===== src/rtl/seg7_scan_display_pkg.sv =====
// Shared constants for the clock display path: segment patterns, field
// encodings for the adjust selector, digit positions and per-digit limits.
package seg7_scan_display_pkg;

  // Active-low segment patterns, bit order {g,f,e,d,c,b,a}
  localparam logic [6:0] SEG_0     = 7'b1000000;
  localparam logic [6:0] SEG_1     = 7'b1111001;
  localparam logic [6:0] SEG_2     = 7'b0100100;
  localparam logic [6:0] SEG_3     = 7'b0110000;
  localparam logic [6:0] SEG_4     = 7'b0011001;
  localparam logic [6:0] SEG_5     = 7'b0010010;
  localparam logic [6:0] SEG_6     = 7'b0000010;
  localparam logic [6:0] SEG_7     = 7'b1111000;
  localparam logic [6:0] SEG_8     = 7'b0000000;
  localparam logic [6:0] SEG_9     = 7'b0010000;
  localparam logic [6:0] SEG_DASH  = 7'b0111111;
  localparam logic [6:0] SEG_BLANK = 7'b1111111;

  // Field selected by the adjust logic
  typedef enum logic [1:0] {
    F_MIN  = 2'd0,
    F_HR   = 2'd1,
    F_AMIN = 2'd2,
    F_AHR  = 2'd3
  } field_t;

  // Digit positions, matching the an[] bit index
  localparam logic [1:0] POS_MIN_UNITS = 2'd0;
  localparam logic [1:0] POS_MIN_TENS  = 2'd1;
  localparam logic [1:0] POS_HR_UNITS  = 2'd2;
  localparam logic [1:0] POS_HR_TENS   = 2'd3;

  // Largest legal value per digit; anything above shows a dash
  localparam logic [3:0] MAX_UNITS    = 4'd9;
  localparam logic [3:0] MAX_MIN_TENS = 4'd5;
  localparam logic [3:0] MAX_HR_TENS  = 4'd2;

  function automatic logic [6:0] digit_pattern(input logic [3:0] value);
    logic [6:0] pat;
    case (value)
      4'd0:    pat = SEG_0;
      4'd1:    pat = SEG_1;
      4'd2:    pat = SEG_2;
      4'd3:    pat = SEG_3;
      4'd4:    pat = SEG_4;
      4'd5:    pat = SEG_5;
      4'd6:    pat = SEG_6;
      4'd7:    pat = SEG_7;
      4'd8:    pat = SEG_8;
      4'd9:    pat = SEG_9;
      default: pat = SEG_DASH;
    endcase
    return pat;
  endfunction

  function automatic logic is_hours_field(input field_t f);
    return (f == F_HR) || (f == F_AHR);
  endfunction

  function automatic logic is_alarm_field(input field_t f);
    return (f == F_AMIN) || (f == F_AHR);
  endfunction

endpackage


===== src/rtl/seg7_scan_display_if.sv =====
// Bundle between the adjust/counter logic and the display reader: the two
// BCD digit buses, the adjust controls, and the display pin outputs.
interface seg7_scan_display_if;
  logic [1:0] hourtens;
  logic [3:0] hourunits;
  logic [2:0] mintens;
  logic [3:0] minunits;
  logic [1:0] hourtens_alarm;
  logic [3:0] hourunits_alarm;
  logic [2:0] mintens_alarm;
  logic [3:0] minunits_alarm;
  logic       en;
  logic [1:0] sel;
  logic [3:0] an;
  logic [6:0] seg;
  logic       dp;

  modport master (
    output hourtens, hourunits, mintens, minunits,
    output hourtens_alarm, hourunits_alarm, mintens_alarm, minunits_alarm,
    output en, sel,
    input  an, seg, dp
  );

  modport slave (
    input  hourtens, hourunits, mintens, minunits,
    input  hourtens_alarm, hourunits_alarm, mintens_alarm, minunits_alarm,
    input  en, sel,
    output an, seg, dp
  );
endinterface


===== src/rtl/seg7_scan_display_bcd_to_7seg.sv =====
// Single-digit decoder: BCD value to active-low segments, with a per-digit
// upper limit (out-of-range shows a dash) and a forced-blank input.
module bcd_to_7seg
  import seg7_scan_display_pkg::*;
(
  input  logic [3:0] value,
  input  logic [3:0] max_digit,
  input  logic       blank,
  output logic [6:0] seg
);

  // Blank wins, then range check, then the digit table
  always_comb begin
    seg = SEG_BLANK;
    if (blank) begin
      seg = SEG_BLANK;
    end else if (value > max_digit) begin
      seg = SEG_DASH;
    end else begin
      seg = digit_pattern(value);
    end
  end

endmodule


===== src/rtl/seg7_scan_display.sv =====
// Scanned 4-digit common-anode display reader. Snapshots the time or alarm
// digits once per scan frame so a frame never mixes old and new values,
// multiplexes one digit per refresh slot, and blinks the selected field.
module seg7_scan_display
  import seg7_scan_display_pkg::*;
#(
  parameter int REFRESH_DIV  = 25000,
  parameter int BLINK_FRAMES = 125,
  parameter bit BLANK_LZ     = 1'b1
) (
  input  logic clk,
  input  logic rst,
  seg7_scan_display_if.slave bus
);

  localparam int RC_W = (REFRESH_DIV > 1) ? $clog2(REFRESH_DIV) : 1;
  localparam int FC_W = (BLINK_FRAMES > 1) ? $clog2(BLINK_FRAMES) : 1;
  localparam logic [RC_W-1:0] RC_LAST = RC_W'(REFRESH_DIV - 1);
  localparam logic [FC_W-1:0] FC_LAST = FC_W'(BLINK_FRAMES - 1);

  logic [RC_W-1:0] rc;
  logic [1:0]      si;
  logic [FC_W-1:0] fc;
  logic            bp;

  logic [1:0] snap_ht;
  logic [3:0] snap_hu;
  logic [2:0] snap_mt;
  logic [3:0] snap_mu;
  logic       snap_en;
  field_t     snap_sel;

  logic [3:0] an_q;
  logic [6:0] seg_q;
  logic       dp_q;

  logic       rc_wrap;
  logic       frame_start;
  logic       use_alarm;
  logic [3:0] digit_value;
  logic [3:0] digit_max;
  logic       digit_blank;
  logic [6:0] seg_next;
  logic [3:0] an_next;
  logic       dp_next;

  assign rc_wrap     = (rc == RC_LAST);
  assign frame_start = rc_wrap && (si == POS_HR_TENS);
  assign use_alarm   = bus.en && is_alarm_field(field_t'(bus.sel));

  // Refresh/scan/frame counters and the once-per-frame input snapshot
  always_ff @(posedge clk) begin
    if (rst) begin
      rc       <= '0;
      si       <= '0;
      fc       <= '0;
      bp       <= 1'b0;
      snap_ht  <= '0;
      snap_hu  <= '0;
      snap_mt  <= '0;
      snap_mu  <= '0;
      snap_en  <= 1'b0;
      snap_sel <= F_MIN;
    end else begin
      if (rc_wrap) begin
        rc <= '0;
        si <= si + 2'd1;
      end else begin
        rc <= rc + 1'b1;
      end
      if (frame_start) begin
        snap_ht  <= use_alarm ? bus.hourtens_alarm  : bus.hourtens;
        snap_hu  <= use_alarm ? bus.hourunits_alarm : bus.hourunits;
        snap_mt  <= use_alarm ? bus.mintens_alarm   : bus.mintens;
        snap_mu  <= use_alarm ? bus.minunits_alarm  : bus.minunits;
        snap_en  <= bus.en;
        snap_sel <= field_t'(bus.sel);
        if (fc == FC_LAST) begin
          fc <= '0;
          bp <= ~bp;
        end else begin
          fc <= fc + 1'b1;
        end
      end
    end
  end

  // Scan mux: pick the current digit, its limit, and whether it is dark
  always_comb begin
    digit_value = snap_mu;
    digit_max   = MAX_UNITS;
    case (si)
      POS_MIN_UNITS: begin digit_value = snap_mu;         digit_max = MAX_UNITS;    end
      POS_MIN_TENS:  begin digit_value = {1'b0, snap_mt}; digit_max = MAX_MIN_TENS; end
      POS_HR_UNITS:  begin digit_value = snap_hu;         digit_max = MAX_UNITS;    end
      default:       begin digit_value = {2'b00, snap_ht}; digit_max = MAX_HR_TENS; end
    endcase
    digit_blank = (snap_en && bp && (si[1] == is_hours_field(snap_sel)))
               || (BLANK_LZ && (si == POS_HR_TENS) && (snap_ht == 2'd0));
    an_next = digit_blank ? 4'b1111 : ~(4'b0001 << si);
    dp_next = 1'b1;
    if (si == POS_HR_UNITS) begin
      dp_next = snap_en ? 1'b0 : ~bp;
    end
  end

  bcd_to_7seg u_decode (
    .value     (digit_value),
    .max_digit (digit_max),
    .blank     (digit_blank),
    .seg       (seg_next)
  );

  // Registered display pins, one cycle behind the scan index
  always_ff @(posedge clk) begin
    if (rst) begin
      an_q  <= 4'b1111;
      seg_q <= SEG_BLANK;
      dp_q  <= 1'b1;
    end else begin
      an_q  <= an_next;
      seg_q <= seg_next;
      dp_q  <= dp_next;
    end
  end

  assign bus.an  = an_q;
  assign bus.seg = seg_q;
  assign bus.dp  = dp_q;

endmodule


===== src/flat_wrapper.sv =====
// flat-port wrapper written by rule: the top's interface ports become plain ports
module seg7_scan_display_flat import seg7_scan_display_pkg::*;
#(
  parameter int REFRESH_DIV  = 25000,
  parameter int BLINK_FRAMES = 125,
  parameter bit BLANK_LZ     = 1'b1
)
  (clk, rst, bus_hourtens, bus_hourunits, bus_mintens, bus_minunits, bus_hourtens_alarm, bus_hourunits_alarm, bus_mintens_alarm, bus_minunits_alarm, bus_en, bus_sel, bus_an, bus_seg, bus_dp);
  seg7_scan_display_if bus_i ();
  input  logic clk;
  input  logic rst;
  input wire logic [$bits(bus_i.hourtens)-1:0] bus_hourtens;
  input wire logic [$bits(bus_i.hourunits)-1:0] bus_hourunits;
  input wire logic [$bits(bus_i.mintens)-1:0] bus_mintens;
  input wire logic [$bits(bus_i.minunits)-1:0] bus_minunits;
  input wire logic [$bits(bus_i.hourtens_alarm)-1:0] bus_hourtens_alarm;
  input wire logic [$bits(bus_i.hourunits_alarm)-1:0] bus_hourunits_alarm;
  input wire logic [$bits(bus_i.mintens_alarm)-1:0] bus_mintens_alarm;
  input wire logic [$bits(bus_i.minunits_alarm)-1:0] bus_minunits_alarm;
  input wire logic [$bits(bus_i.en)-1:0] bus_en;
  input wire logic [$bits(bus_i.sel)-1:0] bus_sel;
  output wire logic [$bits(bus_i.an)-1:0] bus_an;
  output wire logic [$bits(bus_i.seg)-1:0] bus_seg;
  output wire logic [$bits(bus_i.dp)-1:0] bus_dp;
  assign bus_i.hourtens = bus_hourtens;
  assign bus_i.hourunits = bus_hourunits;
  assign bus_i.mintens = bus_mintens;
  assign bus_i.minunits = bus_minunits;
  assign bus_i.hourtens_alarm = bus_hourtens_alarm;
  assign bus_i.hourunits_alarm = bus_hourunits_alarm;
  assign bus_i.mintens_alarm = bus_mintens_alarm;
  assign bus_i.minunits_alarm = bus_minunits_alarm;
  assign bus_i.en = bus_en;
  assign bus_i.sel = bus_sel;
  assign bus_an = bus_i.an;
  assign bus_seg = bus_i.seg;
  assign bus_dp = bus_i.dp;
  seg7_scan_display #(.REFRESH_DIV(REFRESH_DIV), .BLINK_FRAMES(BLINK_FRAMES), .BLANK_LZ(BLANK_LZ)) u_core (.clk(clk), .rst(rst), .bus(bus_i));
endmodule

===== config.mk =====
export PLATFORM = sky130hd
export DESIGN_NAME = seg7_scan_display_flat
export DESIGN_NICKNAME = d
export VERILOG_FILES = /design/src/rtl/seg7_scan_display_pkg.sv /design/src/rtl/seg7_scan_display_if.sv /design/src/rtl/seg7_scan_display_bcd_to_7seg.sv /design/src/rtl/seg7_scan_display.sv /design/src/flat_wrapper.sv
export SDC_FILE = /design/constraint.sdc
export NUM_CORES = 1
export LEC_CHECK = 0
export ABC_AREA = 1
export BUFFER_PORTS_ARGS = -buffer_cell sky130_fd_sc_hd__buf_4
export CAP_MARGIN = 20
export CORE_ASPECT_RATIO = 0.6
export CORE_UTILIZATION = 50
export DETAILED_ROUTE_END_ITERATION = 12
export PLACE_DENSITY = 0.76
export SLEW_MARGIN = 20
export SYNTH_ARGS = -nofsm -noshare
export SYNTH_HDL_FRONTEND = slang
export SYNTH_SLANG_ARGS = --single-unit
export TNS_END_PERCENT = 20

===== constraint.sdc =====
create_clock -name clk -period 2 [get_ports clk]
set_clock_uncertainty 0.2 [all_clocks]
set_input_delay 0.4 -clock clk [delete_from_list [all_inputs] [get_ports clk]]
set_output_delay 0.4 -clock clk [all_outputs]
set_load 0.01 [all_outputs]

# ---- Yosys cells after proc, flatten, opt, wreduce, memory -nomap -nowiden
# Memories as Yosys holds them, arrays and structs flattened.
# Index checks and enable logic that the tools add are counted.
dict set report word_totals {
  reg_bits 53
  romBits 112
  input_bits 31
  out_inout_bits 12
  mem_count 1
}
dict set report classes {
  n_addsub 3
  order_cmp 1
  eq_ne 10
  n_shift 1
  mux 9
  bitwise 3
  n_reduce_logical 16
}
# name words width read_ports rd_clocked_by_memory_dff write_ports line_no
set mem_list {}
lappend mem_list {{(name not given)} 16 7 1 0 0 seg7_scan_display_pkg.sv:40} ;# case (value)
# op n
set ops {}
lappend ops {{adder 15 x 1 -> 15 bit (second input constant)} 1}
lappend ops {{== test 15 bit (second input constant)} 1}
lappend ops {{2-to-1 mux 7 bit} 2}
lappend ops {{one-hot mux 4 bit (3 select lines)} 1}
lappend ops {{== test 2 bit (second input constant)} 5}
lappend ops {{2-to-1 mux 4 bit} 2}
lappend ops {{one-hot mux 4 bit (2 select lines)} 1}
lappend ops {{OR reduction 2 bit} 4}
lappend ops {{adder 7 x 1 -> 7 bit (second input constant)} 1}
lappend ops {{== test 7 bit (second input constant)} 1}
lappend ops {{logical AND 1 bit} 5}
lappend ops {{== test 2 x 1 -> 1 bit (second input constant)} 2}
lappend ops {{greater-than comparator 4 bit} 1}
lappend ops {{logical NOT 2 bit} 2}
lappend ops {{inverter 4 bit} 1}
lappend ops {{left shift 1 x 2 -> 4 bit (first input constant)} 1}
lappend ops {{logical OR 1 bit} 3}
lappend ops {{2-to-1 mux 3 bit} 1}
lappend ops {{OR reduction 3 bit} 1}
lappend ops {{adder 2 x 1 -> 2 bit (second input constant)} 1}
lappend ops {{2-to-1 mux 2 bit} 1}
lappend ops {{inverter 1 bit} 2}
lappend ops {{AND reduction 2 bit} 1}
lappend ops {{== test 1 bit} 1}
lappend ops {{2-to-1 mux 1 bit} 1}

# ---- Depth between registers and ports, before layout
# Gate-level depths: netlist (run 1).
dict set report logic_depth {
  ltp_word 6
  mapped_depth 14
  mapped_depth_nobuf 14
}

# ---- By module
# Synthesis (run 1) repeated with hierarchy kept, for this count alone.
dict set report unflattened {
  hier_cells 396
  hier_area_um2 2859.0
}
# module instances cells_each area_per_inst_um2
set modules_own_cells {}
lappend modules_own_cells {seg7_scan_display 1 346 2546.2}
lappend modules_own_cells {bcd_to_7seg 1 50 312.8}

# ---- Least setup slack after synthesis (run 1)
# No wires, ideal clock.
dict set report synth_path {
  path_type {register to register}
  startpoint {register u_core.si[0]}
  endpoint {register u_core.seg_q[0], in the netlist u_core.bus.seg[0]}
  t_arrival_ps 1777
  t_required_ps 1676
  setup_slack_ps -101
  stages_incl_launch_ff 11
  n_path_buf 0
  cell_sequence {dfxtp_1 ha_1 inv_2 nor2_1 o21bai_2 ha_1 nand2_1 a21oi_1 nand4_1 a21oi_2 nand2_1}
}
dict set report synth_via {
  elab_chain_len 5
  word_cells_on_any_way 12
  classes_between {1 x order compare; 3 x eq/ne; 2 x mux; 5 x reduce/logical; 1 x memory}
}
# item line_no
set synth_rtl {}
lappend synth_rtl {{start, declared} seg7_scan_display.sv:22} ;# logic [1:0] si;
lappend synth_rtl {{start signal, assigned} seg7_scan_display.sv:67} ;# si <= si + 2'd1;
lappend synth_rtl {{== test 2 bit / logical NOT 2 bit (equally long branches)} seg7_scan_display.sv:92} ;# case (si)
lappend synth_rtl {{OR reduction 2 bit (no line)} -}
lappend synth_rtl {{one-hot mux 4 bit (2 select lines)} seg7_scan_display.sv:92}
lappend synth_rtl {{greater-than comparator 4 bit} seg7_scan_display_bcd_to_7seg.sv:17} ;# end else if (value > max_digit) begin
lappend synth_rtl {{OR reduction 3 bit (no line)} -}
lappend synth_rtl {{end signal, assigned} seg7_scan_display.sv:122} ;# seg_q <= seg_next;
lappend synth_rtl {{end, declared} seg7_scan_display.sv:34} ;# logic [6:0] seg_q;
# Parallel ways exist; a longest one is shown, timed or not.
# A chain may end at the register's enable or synchronous reset.

# ---- Worst setup path in the final report (run 1)
dict set report layout_path {
  startpoint {register u_core.si[0]}
  endpoint {register u_core.seg_q[2], in the netlist u_core.bus.seg[2]}
}
# The elaborated chain is that of the path after synthesis.

==> results of run 1 <==
what timing repair did:
item,in CTS,in global routing
hold buffers,0,0
pin swaps,12,13
buffers inserted,2,4
gates resized for setup,11,14
setup endpoints to repair,6,11
sequential cells by signal, summed over array words and instances (netlist names):
name / count
u_core.snap_mt: 3
u_core.si: 2
u_core.bus.seg: 7
u_core.bus.dp: 1
u_core.snap_en: 1
u_core.snap_mu: 4
u_core.snap_ht: 2
u_core.rc: 15
u_core.fc: 7
u_core.snap_hu: 4
u_core.bp: 1
u_core.snap_sel: 1
u_core.bus.an: 4
placed cells by master (no fill, tap or decap), drive strengths merged:
cell and count:
a211oi 2, a21o 1, a21oi 40, a31oi 2
buf 73, clkbuf 6, clkinv 2, dfxtp 52
ha 11, inv 38, mux2 13, mux2i 1
nand2 117, nand3 16, nand3b 1, nand4 9
nor2 37, nor3 5, nor3b 1, nor4 1
o211ai 1, o21a 2, o21ai 7, o21bai 2
o31ai 1, or2 1, xnor2 1, xor2 3
cells by family (layout without fill, tap and decap cells):
logic type      after synthesis  in the layout  share of synthesized area
mux                          14             14                     0.0577
simple gates                188            188                      0.299
flops                        52             52                      0.384
fa+ha+maj                    11             11                     0.0507
buf+inv                      48            119                     0.0743
compound gates               58             58                      0.122
xor+xnor                      4              4                     0.0129
metal layers:
layer	GRT usage	share of wire	routed length (um)	vias up
met1	0.373	0.51	3730	1214
met4	0.0661	0.0090	66	0
met5	0	0	0	-
met2	0.368	0.41	3040	114
li1	-	-	-	1358
met3	0.0495	0.071	526	10
per-stage QoR:
step           cells  power (uW)  worst slack [ns]
2_1_floorplan    375        1130          0.000629
3_3_place_gp     498        1200           -0.0651
3_5_place_dp     498        1200            -0.149
4_1_cts          508        1820            -0.101
5_1_grt          512        1880            -0.245
6_report         512        1820            -0.215
how the worst max path moves through the flow:
stage	start	cells past startpoint	endpoint	slack, ns
2_1_floorplan	u_core.si[1]$_SDFFE_PP0P_	10	u_core.bus.seg[0]$_SDFF_PP1_	0.0006
3_3_place_gp	u_core.si[0]$_SDFFE_PP0P_	11	u_core.bus.seg[4]$_SDFF_PP1_	-0.07
3_5_place_dp	u_core.si[0]$_SDFFE_PP0P_	11	u_core.bus.seg[5]$_SDFF_PP1_	-0.15
4_1_cts	u_core.si[1]$_SDFFE_PP0P_	11	u_core.bus.seg[2]$_SDFF_PP1_	-0.10
5_1_grt	u_core.si[0]$_SDFFE_PP0P_	11	u_core.bus.seg[2]$_SDFF_PP1_	-0.25
6_report	u_core.si[0]$_SDFFE_PP0P_	11	u_core.bus.seg[2]$_SDFF_PP1_	-0.22
critical path, cell delays in order, from the launching register on:
cell and delay (ns):
dfxtp_4 0.40, inv_4 0.09, ha_4 0.18, nand2_1 0.08
a21oi_2 0.20, ha_4 0.23, inv_1 0.08, o21bai_1 0.09
inv_1 0.09, nand2_2 0.09, a21oi_4 0.24, nand2_1 0.10
layout make-up:
cell class,count,share of cell area
Multi-Input combinational cell,275,0.456
Sequential cell,52,0.297
Timing Repair Buffer,73,0.155
Inverter,38,0.0431
Clock buffer,6,0.0233
Tap cell,66,0.0233
Clock inverter,2,0.00283
power breakdown:
| group | switching [uW] | leakage, uW | internal [uW] |
|---|---|---|---|
| Sequential | 7.19 | 0.000424 | 1040 |
| Combinational | 52.4 | 0.000982 | 76.9 |
| Clock | 363 | 0.0000510 | 278 |
==> metrics.txt, run 1 <==
Fin Setup TNS=-1.24 ns; Layout area overhead=30.5%; Ys Warns=0; crit-path max FO=6; Max Freq=451 MHz; Min-Delay Path Class=in -> reg; R2R Path End=u_core.bus.seg[2]$_SDFF_PP1_; Final Routed Wirelength=7.37 mm; gr ovfl total=0; Root Buffer=clkbuf_8; proportion of layout cells with a drive suffix above 1=0.294; crit path capture type=flop; period utilisation layout=1.11; starting density of the core=0.529; Post-synth top cells=nand2_1 (116), dfxtp_1 (52), a21oi_1 (38), inv_1 (36), nor2_1 (30); chip width=97.1 um; Final Util=0.690; R2R depth=11; synthesized net count=417; vias in the first global route=2,424; Die H=59.1 um; fin area=3540 sq um; Slew @ Worst Pin=0.401 ns; post-DR wirelength/cell=14.4 um; Final Setup Violations=7; vias per cell=5.27; Bufs on Longest Clock Path=2; filler cell count=410; CTS Buf Count=5; Startpoint Class=flop; worst path arrival time=2.20 ns; Ports=43; PortBufs=42; DRT iter0 DRCs=274; Synth Flop Type=dfxtp_1; Setup CP Type=reg -> reg; cell with the most instances after synthesis=nand2_1; Slew Viols, Final=0; Min Clock Period, post-route=2.22 ns; Routed Antenna Nets=0; Synth top area share=0.384; FFs w/ async S/R, synth=0; PD cells=515 nW/um^2; worst hold slack=0.157 ns; Seq/Total Area, Yosys=0.384; global placement routability congestion=0.997; top cells by area, synth=dfxtp_1 (38%), nand2_1 (16%), a21oi_1 (7.0%); status=finished with violations; Synth cell types=37; TritonCTS Sinks=52; Worst EP required=1.99 ns; number of synthesized flops with an enable pin=0; FF-to-FF setup slack=-0.22 ns; CTS clk-pin slew, worst paths=0.11 ns; H-tree lvl count=2; Seq cells post-synth=52; Endpoint, Worst Hold=u_core.snap_sel[0]$_SDFFE_PP0P_; Core Footprint=5130 sq um; DRC=0; hpwl dp=5.16 mm; Worst slew margin=0.732; total track usage=0.250; DR vias=2,696; FF+latch area=1050 sq um; hold path start=bus_sel[0]; Hold Crit Depth=3; Mapped Cells=375; largest net degree at the start of global routing=28; violated checks=setup timing; Worst Slack Setup Final=-0.215 ns; DR pass1 iterations=5; TritonCTS clock tree=built; fin nets=487; clk_lat worst skew=0.31 ns; Synth area leader=dfxtp_1; diodes inserted=0; Max IR drop VDD=0.000371 V; initial antenna violation count=0; final hold viol count=0; reg2reg start=u_core.si[0]$_SDFFE_PP0P_; # rows=20; max-cap check violation count=0; Mapped Area=2710 sq um; syn_area_per_cell=7.23 sq um; first-pass GRT wire length=11.3 mm; unrepaired setup endpoints after global routing=yes; DP Area=3290 sq um; die footprint=5730 sq um; Multi-input gate area=1610 sq um; leakage power=0.00146 uW
Power figures use the tool's default switching activity.
==> inputs of run 2 (changes only) <==
--- a/config.mk
+++ b/config.mk
@@ -5,7 +5,6 @@
 export SDC_FILE = /design/constraint.sdc
 export NUM_CORES = 1
 export LEC_CHECK = 0
-export ABC_AREA = 1
 export BUFFER_PORTS_ARGS = -buffer_cell sky130_fd_sc_hd__buf_4
 export CAP_MARGIN = 20
 export CORE_ASPECT_RATIO = 0.6
==> run 2 against run 1 <==
The run still ends with setup timing left. Critical path type unchanged. Worst hold slack lost 0.0094 ns. Setup slack got worse by 0.17 ns. Utilization grew 6.1 points. Maximum frequency is 7.2% lower. Clock power up 21%. Total power grew 7.6%. Clock-buffer cell count rose by 1. Critical endpoint is now u_core.bus.seg[4]$_SDFF_PP1_.
==> metrics.txt, run 2 <==
Seq/Total Area, Yosys=0.404 (+0.0205); Ports=43 (unchanged); commonest non-fill, non-tap cell in the layout=buf_4; Max IR drop VDD=0.000383 V (+3.2%); fin nets=422 (-13%); post-DR wirelength/cell=14.3 um (-0.64%); Core Footprint=4750 sq um (-7.3%); Die H=57.6 um (-2.5%); Worst path max stage delay=0.45 ns (+0.05 ns); Synth cell types=53 (+43%); Hold Crit Depth=3 (unchanged); total track usage=0.245 (-0.00466); die footprint=5450 sq um (-4.9%); chip width=94.6 um (-2.5%); Startpoint Class=flop; PortBufs=42 (unchanged); crit-path cells=buf_6 > ha_4 > a222oi_1 > buf_4 > nor4b_4 > or3_4 > o22ai_4 > o2111ai_1; Mapped Area=2570 sq um (-5.1%); Levels on crit path=8 (-3); most frequent cells in the layout=buf_4 (88), dfxtp_1 (49), nor2_1 (37), nand2_1 (35), nand3_1 (27); max FFs per register=15 (unchanged); Fin Setup TNS=-2.45 ns (-1.21 ns); Root Buffer=clkbuf_8; worst path arrival time=2.36 ns (+0.16 ns); FFs w/ async S/R, synth=0 (unchanged); Final Routed Wirelength=6.35 mm (-14%); DR vias=2,430 (-9.9%); Most flops, register=u_core.rc; H-tree lvl count=2 (unchanged); Slew @ Worst Pin=0.427 ns (+0.0260 ns); CTS Hold Bufs=0 (unchanged); final hold viol count=0 (unchanged); Routed Antenna Nets=0 (unchanged); FF-to-FF setup slack=-0.39 ns (-0.17 ns); Layout area overhead=38.6%; cell with the most instances after synthesis=dfxtp_1; vias in the first global route=2,197 (-9.4%); gr ovfl total=0 (unchanged); R2R depth=8 (-3); # rows=19 (-5.0%); crit-path max FO=6 (unchanged); Worst path slowest cell=a222oi_1; final non-filler cell total=444 (-13%); CP delay by family, top=compound AO/OA/AOI/OAI gates; status=finished with violations; DRT iter0 DRCs=181 (-34%); CTS clk-pin slew, worst paths=0.09 ns (-0.02 ns); initial antenna violation count=0 (unchanged); proportion of layout cells with a drive suffix above 1=0.341 (+0.0475); Max Freq=419 MHz (-7.2%); CTS Buf Count=5 (unchanged); Slew Viols, Final=0 (unchanged); largest net degree at the start of global routing=35 (+25%); violated checks=setup timing; synthesized net count=338 (-19%); max-cap check violation count=0 (unchanged); Synth top area share=0.404 (+0.0205); starting density of the core=0.542 (+0.0128); Min Clock Period, post-route=2.39 ns (+0.172 ns); Worst Slack Setup Final=-0.387 ns (-0.172 ns); leakage power=0.00144 uW (-1.5%); syn_area_per_cell=8.70 sq um (+20%); total power=1960 uW (+7.6%); PD cells=549 nW/um^2 (+6.7%); Bufs on Longest Clock Path=2 (unchanged); Seq cells post-synth=52 (unchanged); Post-synth top cells=dfxtp_1 (52), nor2_1 (37), nand2_1 (35), nand3_1 (27), a311oi_1 (15); Min-Delay Path Class=in -> reg; period utilisation layout=1.19 (+0.0861); Inst Count DP=434 (-13%); DR pass1 iterations=4 (-1); Synth Flop Type=dfxtp_1; hpwl dp=4.77 mm (-7.6%); first-pass GRT wire length=10.3 mm (-9.1%); clk_lat worst skew=0.30 ns (about the same); Worst EP required=1.97 ns (-0.02 ns); crit path capture type=flop; number of synthesized flops with an enable pin=0 (unchanged); Setup CP Type=reg -> reg; TritonCTS Sinks=52 (unchanged); TritonCTS clock tree=built; Synth area leader=dfxtp_1; global placement routability congestion=0.866 (-13%); unrepaired setup endpoints after global routing=yes; diodes inserted=0 (unchanged); Mapped Cells=296 (-21%); crit path buf inv count=2 (-1); top cells by area, synth=dfxtp_1 (40%), nor2_1 (5.4%), ha_1 (5.3%); dpl ws=-0.482 ns (-0.334 ns); Ys Warns=0 (unchanged); DRC=0 (unchanged); Worst slew margin=0.715 (-0.0170); vias per cell=5.47 (+3.9%); Final Setup Violations=7 (unchanged)
-- run 2: changes by cell type in the layout (fill, tap and decap cells not counted), moves of 11 or more --
cell,change
buf_4,+15
mux2_2,-13
nand3_1,+11
a311oi_1,+15
nand2_1,-73
inv_1,-25
a21oi_1,-29
-- run 2: layout make-up --
type,count,area [sq um]
Clock buffer,7,96.3
Multi-Input combinational cell,216,1530
Sequential cell,52,1050
Clock inverter,1,30.0
Fill cell,348,1190
Timing Repair Buffer,92,723
Inverter,13,56.3
Tap cell,63,78.8
-- run 2: cells by family after synthesis --
logic type | count (synthesis) | share of synthesized area
AOI/OAI and AO/OA | 52 | 0.158
xor gates and xnor gates | 19 | 0.0646
adders and majority gates | 11 | 0.0534
buffers and inverters | 28 | 0.0564
DFF | 52 | 0.404
muxes | 4 | 0.0165
and+or+nand+nor | 130 | 0.246
-- run 2: through the flow --
stage | hold WS (ns) | utilization | instance area, sq um
6_report | 0.147 | 0.751 | 3570
5_1_grt | 0.163 | 0.751 | 3570
4_1_cts | 0.144 | 0.747 | 3550
3_5_place_dp | 0.242 | 0.707 | 3360
3_3_place_gp | 0.233 | 0.707 | 3360
2_1_floorplan | 0.218 | - | 2680
-- run 2: path summary, 6_finish.rpt --
check / end / from
worst max-delay path: u_core.bus.seg[4]$_SDFF_PP1_ / u_core.si[0]$_SDFFE_PP0P_
worst min-delay path: u_core.snap_sel[0]$_SDFFE_PP0P_ / bus_sel[0]
worst min register to register: u_core.rc[0]$_SDFF_PP0_ / u_core.rc[0]$_SDFF_PP0_
worst max register to register: u_core.bus.seg[4]$_SDFF_PP1_ / u_core.si[0]$_SDFFE_PP0P_
-- run 2: per-layer routing --
metal	routed length [um]	part of all wire	track usage
met5	0	0	0
met4	48	0.0076	0.0498
met3	358	0.056	0.0547
met2	2620	0.41	0.360
met1	3320	0.52	0.366
-- run 2: what timing repair did --
action,CTS,global route
setup buffers,2,0
resized for setup,9,5
endpoints found under the setup margin,7,25
pin swaps,10,14
-- run 2: report_power, final --
| part | switching (uW) | total [uW] | leakage (uW) | internal [uW] |
|---|---|---|---|---|
| combinational | 61.0 | 134 | 0.000947 | 73.0 |
| sequential | 5.99 | 1050 | 0.000424 | 1040 |
| clock | 334 | 776 | 0.0000645 | 442 |
-- run 2: worst register-to-register path: cells and delay by family (launching register included) --
family	cells	cell delay, ns
DFF	1	0.38
adders and majority gates	1	0.16
and+or+nand+nor	2	0.39
AOI/OAI and AO/OA	3	0.77
buffers and inverters	2	0.35
==> inputs of run 3 (changes only) <==
--- a/config.mk
+++ b/config.mk
@@ -11,6 +11,7 @@
 export CORE_UTILIZATION = 50
 export DETAILED_ROUTE_END_ITERATION = 12
 export PLACE_DENSITY = 0.76
+export REMOVE_ABC_BUFFERS = 1
 export SLEW_MARGIN = 20
 export SYNTH_ARGS = -nofsm -noshare
 export SYNTH_HDL_FRONTEND = slang
==> run 3 against run 2 <==
The run still ends with setup timing left. Critical path type unchanged. Setup slack got worse by 0.075 ns. First-iteration DRC count fell by 41%. Cell area fell by 0.95%. Utilization fell by 0.71 points. Total power fell by 7.6%. Maximum frequency fell by 3.0%.
==> metrics.txt, run 3 (synthesis results as in run 2) <==
clk_lat worst skew=0.31 ns (about the same); Setup CP Type=reg -> reg; violated checks=setup timing; DR vias=2,497 (+2.8%); FF-to-FF setup slack=-0.46 ns (-0.07 ns); hold path start=bus_sel[0]; max-cap check violation count=0 (unchanged); Bufs on Longest Clock Path=2 (unchanged); period utilisation layout=1.23 (+0.0375); CTS Hold Bufs=0 (unchanged); first-pass GRT wire length=11.0 mm (+7.4%); gr ovfl total=0 (unchanged); Worst EP required=1.98 ns (about the same); dpl ws=-0.583 ns (-0.101 ns); crit-path max FO=6 (unchanged); DR pass1 iterations=5 (+1); clock power share=0.342 (-0.054); Ports=43 (unchanged); largest net degree at the start of global routing=29 (-17%); switching pwr=414 uW (+3.3%); Routed Antenna Nets=0 (unchanged); Inst Count DP=434 (unchanged); Min Clock Period, post-route=2.46 ns (+0.0750 ns); DRC=0 (unchanged); initial antenna violation count=0 (unchanged); TritonCTS clock tree=built; unrepaired setup endpoints after global routing=yes; most frequent cells in the layout=buf_4 (88), dfxtp_1 (49), nor2_1 (37), nand2_1 (35), nand3_1 (26); max FFs per register=15 (unchanged); Most flops, register=u_core.rc; Power Internal=1400 uW (-10%); Comb pwr share=0.076 (+0.008); Max Freq=406 MHz (-3.0%); PortBufs=42 (unchanged); starting density of the core=0.542 (unchanged); final non-filler cell total=444 (unchanged); hpwl dp=4.44 mm (-6.9%); PD cells=512 nW/um^2 (-6.7%); commonest non-fill, non-tap cell in the layout=buf_4; Switching Fraction=0.229 (+0.0242); Layout area overhead=37.3%; global placement routability congestion=0.884 (+2.0%); DRT iter0 DRCs=106 (-41%); worst path arrival time=2.44 ns (+0.08 ns); Core Footprint=4750 sq um (unchanged); Worst path max stage delay=0.40 ns (-0.05 ns); final hold viol count=0 (unchanged); total power=1810 uW (-7.6%); Worst Slack Setup Final=-0.462 ns (-0.0750 ns); vias per cell=5.62 (+2.8%); Startpoint Class=flop; Fin Setup TNS=-2.99 ns (-0.532 ns); Die H=57.6 um (unchanged); leakage power=0.00142 uW (-1.2%); Worst path slowest cell=or3_4; TritonCTS Sinks=52 (unchanged); Final Routed Wirelength=7.13 mm (+12%); reg2reg start=u_core.si[1]$_SDFFE_PP0P_; total track usage=0.265 (+0.0199); CP delay by family, top=simple AND/OR/NAND/NOR gates; H-tree lvl count=2 (unchanged); Max IR drop VDD=0.000337 V (-12%); R2R Path End=u_core.bus.seg[4]$_SDFF_PP1_; # rows=19 (unchanged); status=finished with violations; CTS clk-pin slew, worst paths=0.09 ns (about the same); vias in the first global route=2,296 (+4.5%); Hold Crit Depth=3 (unchanged); die footprint=5450 sq um (unchanged); post-DR wirelength/cell=16.1 um (+12%); Worst slew margin=0.701 (-0.0143); Root Buffer=clkbuf_8; crit path buf inv count=2 (unchanged); share of power burned in registers=0.581 (+0.045); DP Area=3260 sq um (-3.1%); diodes inserted=0 (unchanged); Slew Viols, Final=0 (unchanged); crit-path cells=inv_4 > ha_4 > a22oi_2 > or2_4 > inv_4 > ha_4 > nor4b_2 > or3_4 > o22ai_4 > o2111ai_2; fin nets=422 (unchanged); crit path capture type=flop; R2R depth=10 (+2); fin area=3530 sq um (-0.95%); chip width=94.6 um (unchanged); Min-Delay Path Class=in -> reg; Slew @ Worst Pin=0.447 ns (+0.0204 ns); Final Setup Violations=7 (unchanged); proportion of layout cells with a drive suffix above 1=0.346 (+0.00525); CTS Buf Count=5 (unchanged); Endpoint, Worst Hold=u_core.snap_sel[0]$_SDFFE_PP0P_
-- run 3: final cells by class --
| cell class | instances | area (sq um) |
|---|---|---|
| inverter | 13 | 53.8 |
| fill | 337 | 1220 |
| tap | 63 | 78.8 |
| timing repair buffer | 92 | 723 |
| clock buffer | 6 | 82.6 |
| multi-input combinational | 216 | 1540 |
| sequential | 52 | 1050 |
| clock inverter | 2 | 10.0 |
-- run 3: worst max-delay path by stage --
stage / from / end / cells after the start
after global routing: u_core.si[1]$_SDFFE_PP0P_ / u_core.bus.seg[4]$_SDFF_PP1_ / 11
after global placement: u_core.si[1]$_SDFFE_PP0P_ / u_core.bus.seg[4]$_SDFF_PP1_ / 11
after detailed placement: u_core.si[1]$_SDFFE_PP0P_ / u_core.bus.seg[4]$_SDFF_PP1_ / 11
after CTS: u_core.si[1]$_SDFFE_PP0P_ / u_core.bus.seg[6]$_SDFF_PP1_ / 11
final: u_core.si[1]$_SDFFE_PP0P_ / u_core.bus.seg[4]$_SDFF_PP1_ / 10
after floorplan: u_core.si[1]$_SDFFE_PP0P_ / u_core.bus.seg[4]$_SDFF_PP1_ / 7
-- run 3: power by group through the flow --
| stage | combinational (uW) | sequential, uW | clock [uW] |
|---|---|---|---|
| after floorplan | 37.1 | 1080 | 0 |
| final | 138 | 1050 | 620 |
| after CTS | 135 | 1050 | 631 |
| after detailed placement | 131 | 1080 | 0 |
| after global placement | 129 | 1080 | 0 |
| after global routing | 153 | 1050 | 681 |
-- run 3: stage by stage --
| step | utilization | hold slack (ns) |
|---|---|---|
| 5_1_grt | 0.743 | 0.155 |
| 3_3_place_gp | 0.685 | 0.231 |
| 2_1_floorplan | - | 0.218 |
| 3_5_place_dp | 0.685 | 0.239 |
| 6_report | 0.743 | 0.158 |
| 4_1_cts | 0.733 | 0.141 |
-- run 3: layer usage --
layer	global-route usage	vias to the layer above	wire length (um)
met5	0	-	0
met4	0.0931	0	136
met2	0.387	95	3070
met3	0.0533	18	463
met1	0.386	1163	3460
li1	-	1221	-
-- run 3: worst reg2reg max path, cell delays in order (launching register included) --
cell       delay, ns
dfxtp_4         0.38
inv_4           0.09
ha_4            0.16
a22oi_2         0.06
or2_4           0.27
inv_4           0.07
ha_4            0.19
nor4b_2         0.17
or3_4           0.40
o22ai_4         0.21
o2111ai_2       0.14
-- run 3: timing repair --
item	in CTS	in global routing
gates resized for setup	29	8
pin swaps	10	5
buffers inserted	1	1
setup endpoints to repair	7	31
